## config.mk

```make
export PLATFORM = sky130hd
export DESIGN_NAME = acq_fifo_packed
export DESIGN_NICKNAME = d
export VERILOG_FILES = /design/src/rtl/acq_fifo_packed.sv
export SDC_FILE = /design/constraint.sdc
export NUM_CORES = 1
export LEC_CHECK = 0
export CELL_PAD_IN_SITES_DETAIL_PLACEMENT = 0
export CELL_PAD_IN_SITES_GLOBAL_PLACEMENT = 1
export CORE_ASPECT_RATIO = 0.5
export CORE_UTILIZATION = 50
export CTS_BUF_LIST = sky130_fd_sc_hd__clkbuf_4 sky130_fd_sc_hd__clkbuf_8 sky130_fd_sc_hd__clkbuf_16
export DETAILED_ROUTE_END_ITERATION = 8
export PLACE_DENSITY_LB_ADDON = 0.1
export SLEW_MARGIN = 30
export SYNTH_ARGS = -nofsm -noshare
export SYNTH_HDL_FRONTEND = slang
export SYNTH_SLANG_ARGS = --single-unit
export TNS_END_PERCENT = 50
```

## constraint.sdc

```tcl
create_clock -name clk_i -period 7.7 [get_ports clk_i]
set_input_delay 2.31 -clock clk_i [delete_from_list [all_inputs] [get_ports clk_i]]
set_output_delay 2.31 -clock clk_i [all_outputs]
set_load 0.01 [all_outputs]
```

## src/rtl/acq_fifo_packed.sv

```systemverilog
// acq_fifo_packed: I2C target acquisition FIFO storing events as (DataWidth+1)-bit words.
// Optional watermark pulse output is enabled by defining ACQ_FIFO_WATERMARK_EN.
module acq_fifo_packed #(
  parameter int unsigned           Depth      = 64,
  parameter int unsigned           DataWidth  = 8,
  parameter int unsigned           IdWidth    = 3,
  parameter logic [2**IdWidth-1:0] DataIdMask = 8'b0001_1010,
  parameter int unsigned           LvlWidth   = $clog2(Depth + 1)
) (
  input  logic                 clk_i,
  input  logic                 rst_ni,
  input  logic                 fifo_clr_i,
  input  logic                 acq_valid_i,
  output logic                 acq_ready_o,
  input  logic [IdWidth-1:0]   acq_id_i,
  input  logic [DataWidth-1:0] acq_data_i,
  output logic                 rd_valid_o,
  input  logic                 rd_ready_i,
  output logic [IdWidth-1:0]   rd_id_o,
  output logic [DataWidth-1:0] rd_data_o,
  output logic [LvlWidth-1:0]  acq_lvl_o,
  output logic                 acq_full_o,
  input  logic [LvlWidth-1:0]  thresh_i,
  output logic                 thresh_o
);

  // Handshakes: a transfer happens on a rising clk edge where valid && ready. Valid never
  // depends on ready; acq_ready_o may depend on acq_id_i and on a same-cycle pop.

  localparam int unsigned          WordWidth = DataWidth + 1;
  localparam int unsigned          PtrWidth  = $clog2(Depth);
  localparam logic [LvlWidth-1:0]  LvlDepth  = LvlWidth'(Depth);

  typedef enum logic {
    StIdle     = 1'b0,
    StEmitData = 1'b1
  } state_e;

  state_e               state_q;
  logic [PtrWidth-1:0]  wr_ptr_q;
  logic [PtrWidth-1:0]  rd_ptr_q;
  logic [LvlWidth-1:0]  lvl_q;
  logic [DataWidth-1:0] pend_data_q;
  logic [WordWidth-1:0] mem_q [Depth];

  // Pointer advance modulo Depth; Depth need not be a power of two.
  function automatic logic [PtrWidth-1:0] ptr_adv(input logic [PtrWidth-1:0] ptr,
                                                  input logic [1:0]          inc);
    logic [PtrWidth:0] sum;
    sum = {1'b0, ptr} + (PtrWidth+1)'(inc);
    if (sum >= (PtrWidth+1)'(Depth)) begin
      sum = sum - (PtrWidth+1)'(Depth);
    end
    return sum[PtrWidth-1:0];
  endfunction

  function automatic logic id_two_word(input logic [IdWidth-1:0] id);
    return (id != '0) && DataIdMask[id];
  endfunction

  // ---------------------------------------------------------------- pop side
  logic [WordWidth-1:0] head_word;
  logic [WordWidth-1:0] next_word;
  logic [IdWidth-1:0]   head_id;
  logic                 head_ctrl;
  logic                 head_two;
  logic [1:0]           pop_cnt;
  logic                 unused_next_msb;

  assign head_word       = mem_q[rd_ptr_q];
  assign next_word       = mem_q[ptr_adv(rd_ptr_q, 2'd1)];
  assign head_ctrl       = head_word[DataWidth];
  assign head_id         = head_word[IdWidth-1:0];
  assign head_two        = head_ctrl && id_two_word(head_id);
  assign unused_next_msb = next_word[DataWidth];

  // A two-word event stays hidden until its data word has landed (lvl >= 2).
  always_comb begin
    rd_valid_o = 1'b0;
    rd_id_o    = '0;
    rd_data_o  = '0;
    if (head_two) begin
      if (lvl_q >= LvlWidth'(2)) begin
        rd_valid_o = 1'b1;
        rd_id_o    = head_id;
        rd_data_o  = next_word[DataWidth-1:0];
      end
    end else if (lvl_q != '0) begin
      rd_valid_o = 1'b1;
      if (head_ctrl) begin
        rd_id_o = head_id;
      end else begin
        rd_data_o = head_word[DataWidth-1:0];
      end
    end
  end

  always_comb begin
    pop_cnt = 2'd0;
    if (rd_valid_o && rd_ready_i) begin
      pop_cnt = head_two ? 2'd2 : 2'd1;
    end
  end

  // --------------------------------------------------------------- push side
  logic [LvlWidth:0]    free_words;
  logic                 need_two;
  logic                 acq_accept;
  logic                 wr_en;
  logic [WordWidth-1:0] wr_word;

  // Words freed by a same-cycle pop count as space, so a full FIFO can still accept.
  assign free_words  = {1'b0, LvlDepth} - {1'b0, lvl_q} + (LvlWidth+1)'(pop_cnt);
  assign need_two    = id_two_word(acq_id_i);
  assign acq_ready_o = rst_ni && !fifo_clr_i && (state_q == StIdle) &&
                       (need_two ? (free_words >= (LvlWidth+1)'(2)) : (free_words != '0));
  assign acq_accept  = acq_valid_i && acq_ready_o;
  assign wr_en       = acq_accept || ((state_q == StEmitData) && !fifo_clr_i);

  always_comb begin
    wr_word = {1'b0, acq_data_i};
    if (state_q == StEmitData) begin
      wr_word = {1'b0, pend_data_q};
    end else if (acq_id_i != '0) begin
      wr_word = {1'b1, DataWidth'(acq_id_i)};
    end
  end

  always_ff @(posedge clk_i or negedge rst_ni) begin
    if (!rst_ni) begin
      state_q     <= StIdle;
      wr_ptr_q    <= '0;
      rd_ptr_q    <= '0;
      lvl_q       <= '0;
      pend_data_q <= '0;
    end else if (fifo_clr_i) begin
      state_q     <= StIdle;
      wr_ptr_q    <= '0;
      rd_ptr_q    <= '0;
      lvl_q       <= '0;
      pend_data_q <= '0;
    end else begin
      wr_ptr_q <= ptr_adv(wr_ptr_q, {1'b0, wr_en});
      rd_ptr_q <= ptr_adv(rd_ptr_q, pop_cnt);
      lvl_q    <= lvl_q + LvlWidth'(wr_en) - LvlWidth'(pop_cnt);
      case (state_q)
        StIdle: begin
          if (acq_accept && need_two) begin
            state_q     <= StEmitData;
            pend_data_q <= acq_data_i;
          end
        end
        StEmitData: state_q <= StIdle;
        default:    state_q <= StIdle;
      endcase
    end
  end

  // Storage carries no reset; the pop side only looks at words covered by lvl.
  always_ff @(posedge clk_i) begin
    if (wr_en) begin
      mem_q[wr_ptr_q] <= wr_word;
    end
  end

  assign acq_lvl_o  = lvl_q;
  assign acq_full_o = (lvl_q == LvlDepth);

  // --------------------------------------------------------------- watermark
`ifdef ACQ_FIFO_WATERMARK_EN
  logic [LvlWidth-1:0] lvl_prev_q;
  logic                thresh_q;

  always_ff @(posedge clk_i or negedge rst_ni) begin
    if (!rst_ni) begin
      lvl_prev_q <= '0;
      thresh_q   <= 1'b0;
    end else if (fifo_clr_i) begin
      lvl_prev_q <= '0;
      thresh_q   <= 1'b0;
    end else begin
      lvl_prev_q <= lvl_q;
      thresh_q   <= (thresh_i != '0) && (lvl_q >= thresh_i) && (lvl_prev_q < thresh_i);
    end
  end

  assign thresh_o = thresh_q;
`else
  logic unused_thresh;
  assign unused_thresh = ^thresh_i;
  assign thresh_o      = 1'b0;
`endif

  // Two words are reserved at accept, so the data word always has room.
  lvl_bound_a : assert property (@(posedge clk_i) disable iff (!rst_ni)
    lvl_q <= LvlDepth);
  emit_space_a : assert property (@(posedge clk_i) disable iff (!rst_ni)
    (state_q == StEmitData) |-> (lvl_q < LvlDepth));

endmodule

```

# After elaboration in Yosys (flattened, before gate mapping)

Memory sizes are Yosys's and may differ from the RTL's.
Cells that the tools add are included.

Flip-flop bits (word level): 28
Bits in latches: 0
Memory bits (writable): 576
Memory bits (read-only): 16
Input bits: 23
Output and inout port bits: 22
Memories kept: 3

Memories:

| memory           | depth | bits a word | rd ports | clocked after memory_dff | wr ports | RTL line | text |
|---|---|---|---|---|---|---|---|
| mem_q            | 64    | 9           | 2        | 0                        | 1        | 44       | `logic [WordWidth-1:0] mem_q [Depth];` |
| (name not given) | 8     | 1           | 1        | 0                        | 0        | 58       | `return (id != '0) && DataIdMask[id];` |
| (name not given) | 8     | 1           | 1        | 0                        | 0        | 58       |  |

$add $sub $neg: 10
Multiply operators: 0
Divide/modulo/power cells: 0
$lt $le $gt $ge: 7
Equality and inequality tests: 2
Shift-type cells: 0
Multiplexer cells: 32
Bitwise gates (word level): 1
Reductions and logical operators: 18

Operators by type and width:

| operator                                                                            | number |
|---|---|
| 8-bit two-way mux                                                                   | 7 |
| 6-bit two-way mux                                                                   | 5 |
| 7-bit greater-or-equal comparator, second input constant                            | 3 |
| 9-bit two-way mux                                                                   | 2 |
| 6-bit by 1-bit subtractor with 6-bit output, second input constant                  | 3 |
| 3-bit two-way mux                                                                   | 4 |
| 1-bit logical AND                                                                   | 10 |
| 1-bit two-way mux                                                                   | 10 |
| 8-bit by 2-bit adder with 8-bit output                                              | 1 |
| 8-bit by 2-bit greater-or-equal comparator with 1-bit output, second input constant | 1 |
| 3-bit by 4-bit < comparator with 1-bit output, second input constant                | 2 |
| 8-bit nonzero test                                                                  | 1 |
| 7-bit by 7-bit subtractor with 8-bit output, first input constant                   | 1 |
| 6-bit by 1-bit adder with 7-bit output                                              | 1 |
| 6-bit by 1-bit adder with 7-bit output, second input constant                       | 1 |
| 6-bit by 2-bit adder with 7-bit output                                              | 1 |
| 7-bit by 1-bit adder with 7-bit output                                              | 1 |
| 7-bit equality test, second input constant                                          | 1 |
| 7-bit by 2-bit greater-or-equal comparator with 1-bit output, second input constant | 1 |
| 7-bit two-way mux                                                                   | 1 |
| 7-bit nonzero test                                                                  | 1 |
| 7-bit by 2-bit subtractor with 7-bit output                                         | 1 |
| 3-bit nonzero test                                                                  | 2 |
| 2-bit two-way mux                                                                   | 2 |
| other kinds (7)                                                                     | 7 |

# Longest topological paths before layout

An unclocked memory read counts as a cell.

Word-level depth: 18
Depth in mapped cells: 32

# Worst setup path after synthesis

OpenSTA, ideal clock, no wires.

Path type: input -> output
Start: input port rd_ready_i
End: output port acq_ready_o
Data arrival time: 3,890 ps
Path slack: 1,500 ps
Stages on the path: 9
Cells stage by stage: nand2_1 nor2_1 ha_1 nor2b_1 o21ai_1 mux2i_1 a31oi_1 o311ai_1 inv_1

Longest elaborated chain between the ends: 6
Elaborated cells between the ends (all ways): 7
Classes of those cells: add/sub: 1; order compare: 1; mux: 2; reduce/logical: 3

RTL lines:

| item                                                                                                      | RTL line | text |
|---|---|---|
| start: declaration                                                                                        | 18       | `input logic rd_ready_i,` |
| 1-bit logical AND (*)                                                                                     | 100      | `if (rd_valid_o && rd_ready_i) begin` |
| 2-bit two-way mux (*)                                                                                     | 100      |  |
| 8-bit by 2-bit adder with 8-bit output (*)                                                                | 113      | `assign free_words = {1'b0, LvlDepth} - {1'b0, lvl_q} + (LvlWidth+1)'(pop_cnt);` |
| 8-bit by 2-bit greater-or-equal comparator with 1-bit output / 8-bit nonzero test (equally long branches) | 116      | `(need_two ? (free_words >= (LvlWidth+1)'(2)) : (free_words != '0));` |
| 1-bit two-way mux (*)                                                                                     | 116      |  |
| 1-bit logical AND (*)                                                                                     | 115      | `assign acq_ready_o = rst_ni && !fifo_clr_i && (state_q == StIdle) &&` |
| end: declaration                                                                                          | 14       | `output logic acq_ready_o,` |

Mark *: on every way between the ends. The rest lies on a longest branch, timed or not.

# Worst setup path in the final report

Start: register rd_ptr_q[0]
End: output port rd_data_o[5]

Longest elaborated chain between the ends: 6
Elaborated cells between the ends (all ways): 14
Classes of those cells: add/sub: 2; order compare: 1; mux: 6; reduce/logical: 3; memory: 2

RTL lines:

| item                                                                               | RTL line | text |
|---|---|---|
| start: declaration                                                                 | 41       | `logic [PtrWidth-1:0] rd_ptr_q;` |
| start signal: assignment                                                           | 144      | `rd_ptr_q <= ptr_adv(rd_ptr_q, pop_cnt);` |
| 6-bit by 1-bit adder with 7-bit output / memory 64 x 9 bit (equally long branches) | --       |  |
| 6-bit by 1-bit subtractor with 6-bit output (tied with other cells)                | 52       | `sum = sum - (PtrWidth+1)'(Depth);` |
| 6-bit two-way mux / 1-bit two-way mux (equally long branches)                      | 51, 58   |  |
| memory 64 x 9 bit (*)                                                              | --       |  |
| 8-bit two-way mux / 1-bit logical AND (equally long branches)                      | 83, 74   |  |
| 8-bit two-way mux (*)                                                              | 82       | `if (head_two) begin` |
| end: declaration                                                                   | 20       | `output logic [DataWidth-1:0] rd_data_o,` |

Mark *: on every way between the ends. The rest lies on a longest branch, timed or not. The select of a mux whose other input is x is not followed.

==> out/results.ini <==
[placed_design]
finalWeightedCongestion=0.867
placedCellCount=2285
portBuffers=36
place_hpwl_mm=54.3

[yosys]
synth-xor-area-share_pct=0.513
synthesis.nets=1504
synth_mux_area_share_pct=27.4
synthFlopType=edfxtp_1
synth_cells=1456
yosysSeqAreaShare_pct=62.0
synth_top_family_by_area=multiplexers
synthArstFlopShare_pct=4.64
yosys_warnings=0
synth-edff-count=576
synthSimpleGateAreaFrac_pct=3.44
netlist_area_sq_um=29000
ys_types=67
synth.avg_cell_area_sq_um=19.9
synth_compound_area_share_pct=2.49
synth_fa_ha_area_share_pct=1.16
ys_ff_latch=604

[final_layout]
final_cells=2406
nets=1639
syn_to_final_growth_pct=13.4
fill_cells=4232
drive_gt1_share_pct=33.2
final_util_pct=57.4

[floorplanning]
die-area_sq_um=59100
start_util_pct=50.6
die_w_um=343
die_h_um=172
core_sq_um=57400
ios=45
core.rowCount=62

[drt]
vias_per_cell=6.71
dr.first_iter.drc_count=1894
first_pass_iters=8
drc=16
wl_mm=82.5
ant_nets=0
post_drt_wl_per_cell_um=34.3
vias=16149

[worst_setup_path]
worstPathRequired_ns=5.39
crit_path_cell_trace=buf_12 > buf_4 > buf_4 > ha_4 > buf_12 > mux4_2 > mux4_2 > mux4_1 > nand2_1 > o22ai_1 > clkdlybuf4s50_1
critPathMaxFanout=58
crit_path_max_incr_delay_ns=0.60
rr_startpoint=rd_ptr_q[0]$_DFF_PN0_
startpoint_type=flip-flop
reg2reg_setup_slack_ns=0.45
slowest_stage=dfrtp_4
crit_type=flip-flop to output pin
timing.rr.end=mem_q[6][4]$_DFFE_PP_
crit_arrival_ns=5.22
reg2regPathDepth=19
endpoint_kind=output pin

[job]
maxCapViolCount=0

[clock_tree]
clockBufferDepth=3
cts.reportedPaths.clkPinSlew_ns=0.06
h-tree-depth=2
cts_made_buffers=54
cts-root-buf=clkbuf_16
cts.sinks=604
cts_tree=yes
clock_latency_ns=0.63

[global_routing]
grt_pass1_vias=15837
antenna_found_initial=3
grt_pass1_wl_mm=117
grt_usage_pct=28.5
overflow=0
grt_start_max_net_pins=65

[pwr]
p_leak_nw=11.0
peakVddDrop_uv=174
p_per_area_nw_per_um2=306
power_w=0.0101

[timing]
finalCritPeriodShare_pct=97.8
slew_headroom_pct=36.1
grt_setup_unrepaired=false
fin_skew_ns=0.0376
fmax_mhz=133
setup_viol=0
finalMaxSlewViolations=0
final-hold-violation-count=0
tns_ns=0
finalHoldWorstSlack_ns=0.515
post-route-min-period_ns=7.53
tightest_slew_ns=0.947

[status]
violations=DRC
outcome=finished with violations

[hold_path]
holdPathStages=2
worstHoldPathType=flip-flop to flip-flop
hold_start=pend_data_q[6]$_DFFE_PN0P_
holdPathEnd=pend_data_q[6]$_DFFE_PN0P_

==> synthesized netlist by cell type, types with 8 or more instances <==
library cell	count	area (sq um)
buf_1	8	30.0
mux4_2	247	5560
dfrtp_1	28	701
mux2i_1	46	460
nand3b_1	11	82.6
a21oi_1	19	95.1
edfxtp_1	576	17300
nor2b_1	18	113
o22ai_1	14	87.6
mux2_2	8	90.1
nor2_1	87	327
nand3_1	11	55.1
ha_1	23	288
buf_2	24	120
a22o_1	8	70.1
clkbuf_8	8	110
inv_1	26	97.6
o21ai_0	17	85.1
mux4_1	69	1810
nand2_1	34	128
buf_6	18	203
clkbuf_1	27	101
xnor2_1	12	105
nor3_1	13	65.1
==> worst max path at each step <==
stage          depth (start not counted)      endpoint                   from  slack (ns)
5_1_grt                               17   acq_ready_o  rd_ptr_q[0]$_DFF_PN0_       0.001
4_1_cts                               17   acq_ready_o  rd_ptr_q[0]$_DFF_PN0_        0.12
2_1_floorplan                          9   acq_ready_o             rd_ready_i        1.50
3_3_place_gp                          11   acq_ready_o             rd_ready_i        0.49
6_report                              11  rd_data_o[5]  rd_ptr_q[0]$_DFF_PN0_        0.17
3_5_place_dp                          17   acq_ready_o  rd_ptr_q[0]$_DFF_PN0_        0.47
==> final cells by class <==
class,instances,area (sq um),share of cell area (%)
sequential,604,18000,54.7
tap,768,961,2.92
clock buffer,73,1530,4.65
inverter,26,97.6,0.296
antenna,1,2.50,0.00760
multi-input combinational,726,10400,31.4
timing repair buffer,179,1690,5.13
clock inverter,29,294,0.893
==> critical path: cells and delay by family, from the launching register on <==
family	cells	cell delay (ns)
adders and majority gates	1	0.36
and+or+nand+nor	1	0.09
AOI/OAI and AO/OA	1	0.18
DFF	1	0.60
buffers and inverters	5	1.58
muxes	3	1.73
==> sequential cells by signal, indices dropped and copies added, names as in the netlist <==
name and flops:
wr_ptr_q 6, state_q 1, rd_ptr_q 6, acq_lvl_o 7, mem_q 576, pend_data_q 8
==> metrics by stage <==
step | worst slack [ns] | cell area, sq um
6_report | 0.170 | 32900
3_3_place_gp | 0.492 | 30800
4_1_cts | 0.124 | 32800
2_1_floorplan | 1.50 | 29000
5_1_grt | 0.00101 | 32900
3_5_place_dp | 0.469 | 30800
==> cells in the final DEF (no fill, tap or decap), drive strengths merged, types with 18 or more instances in the layout <==
cell type,netlist,layout
a21oi,19,19
buf,63,140
clkbuf,37,73
clkdlybuf4s50,0,35
clkinv,0,19
dfrtp,28,28
edfxtp,576,576
ha,23,23
inv,26,27
mux2i,46,46
mux4,317,317
nand2,34,34
nor2,87,87
nor2b,18,18
o21ai,18,18
==> where the power goes <==
part / internal (W) / switching (W)
Combinational: 0.00181 / 0.00180
Sequential: 0.00362 / 0.0000504
Clock: 0.00154 / 0.00124
==> kinds of logic after synthesis <==
kind of cell               count (synthesis)
muxes                                    372
adders and majority gates                 26
other                                      1
and+or+nand+nor                          208
buffers and inverters                    126
DFF                                      604
xor gates and xnor gates                  17
AOI/OAI and AO/OA                        102
==> metal layers <==
metal | global-route usage [%] | wire [um] | vias up
li1 | - | - | 6514
met1 | 43.2 | 35900 | 8719
met2 | 39.8 | 35000 | 832
met3 | 10.6 | 10300 | 82
met4 | 5.01 | 1300 | 2
met5 | 0 | 13 | -
==> repair_timing <==
item | in CTS | in global routing
hold buffers | 0 | 0
resized for setup | 16 | 8
cloned | 3 | 0
pin swaps | 5 | 4
endpoints found under the setup margin | 1 | 1
buffers inserted | 9 | 6
No activity file was read; power rests on OpenSTA's default activity.
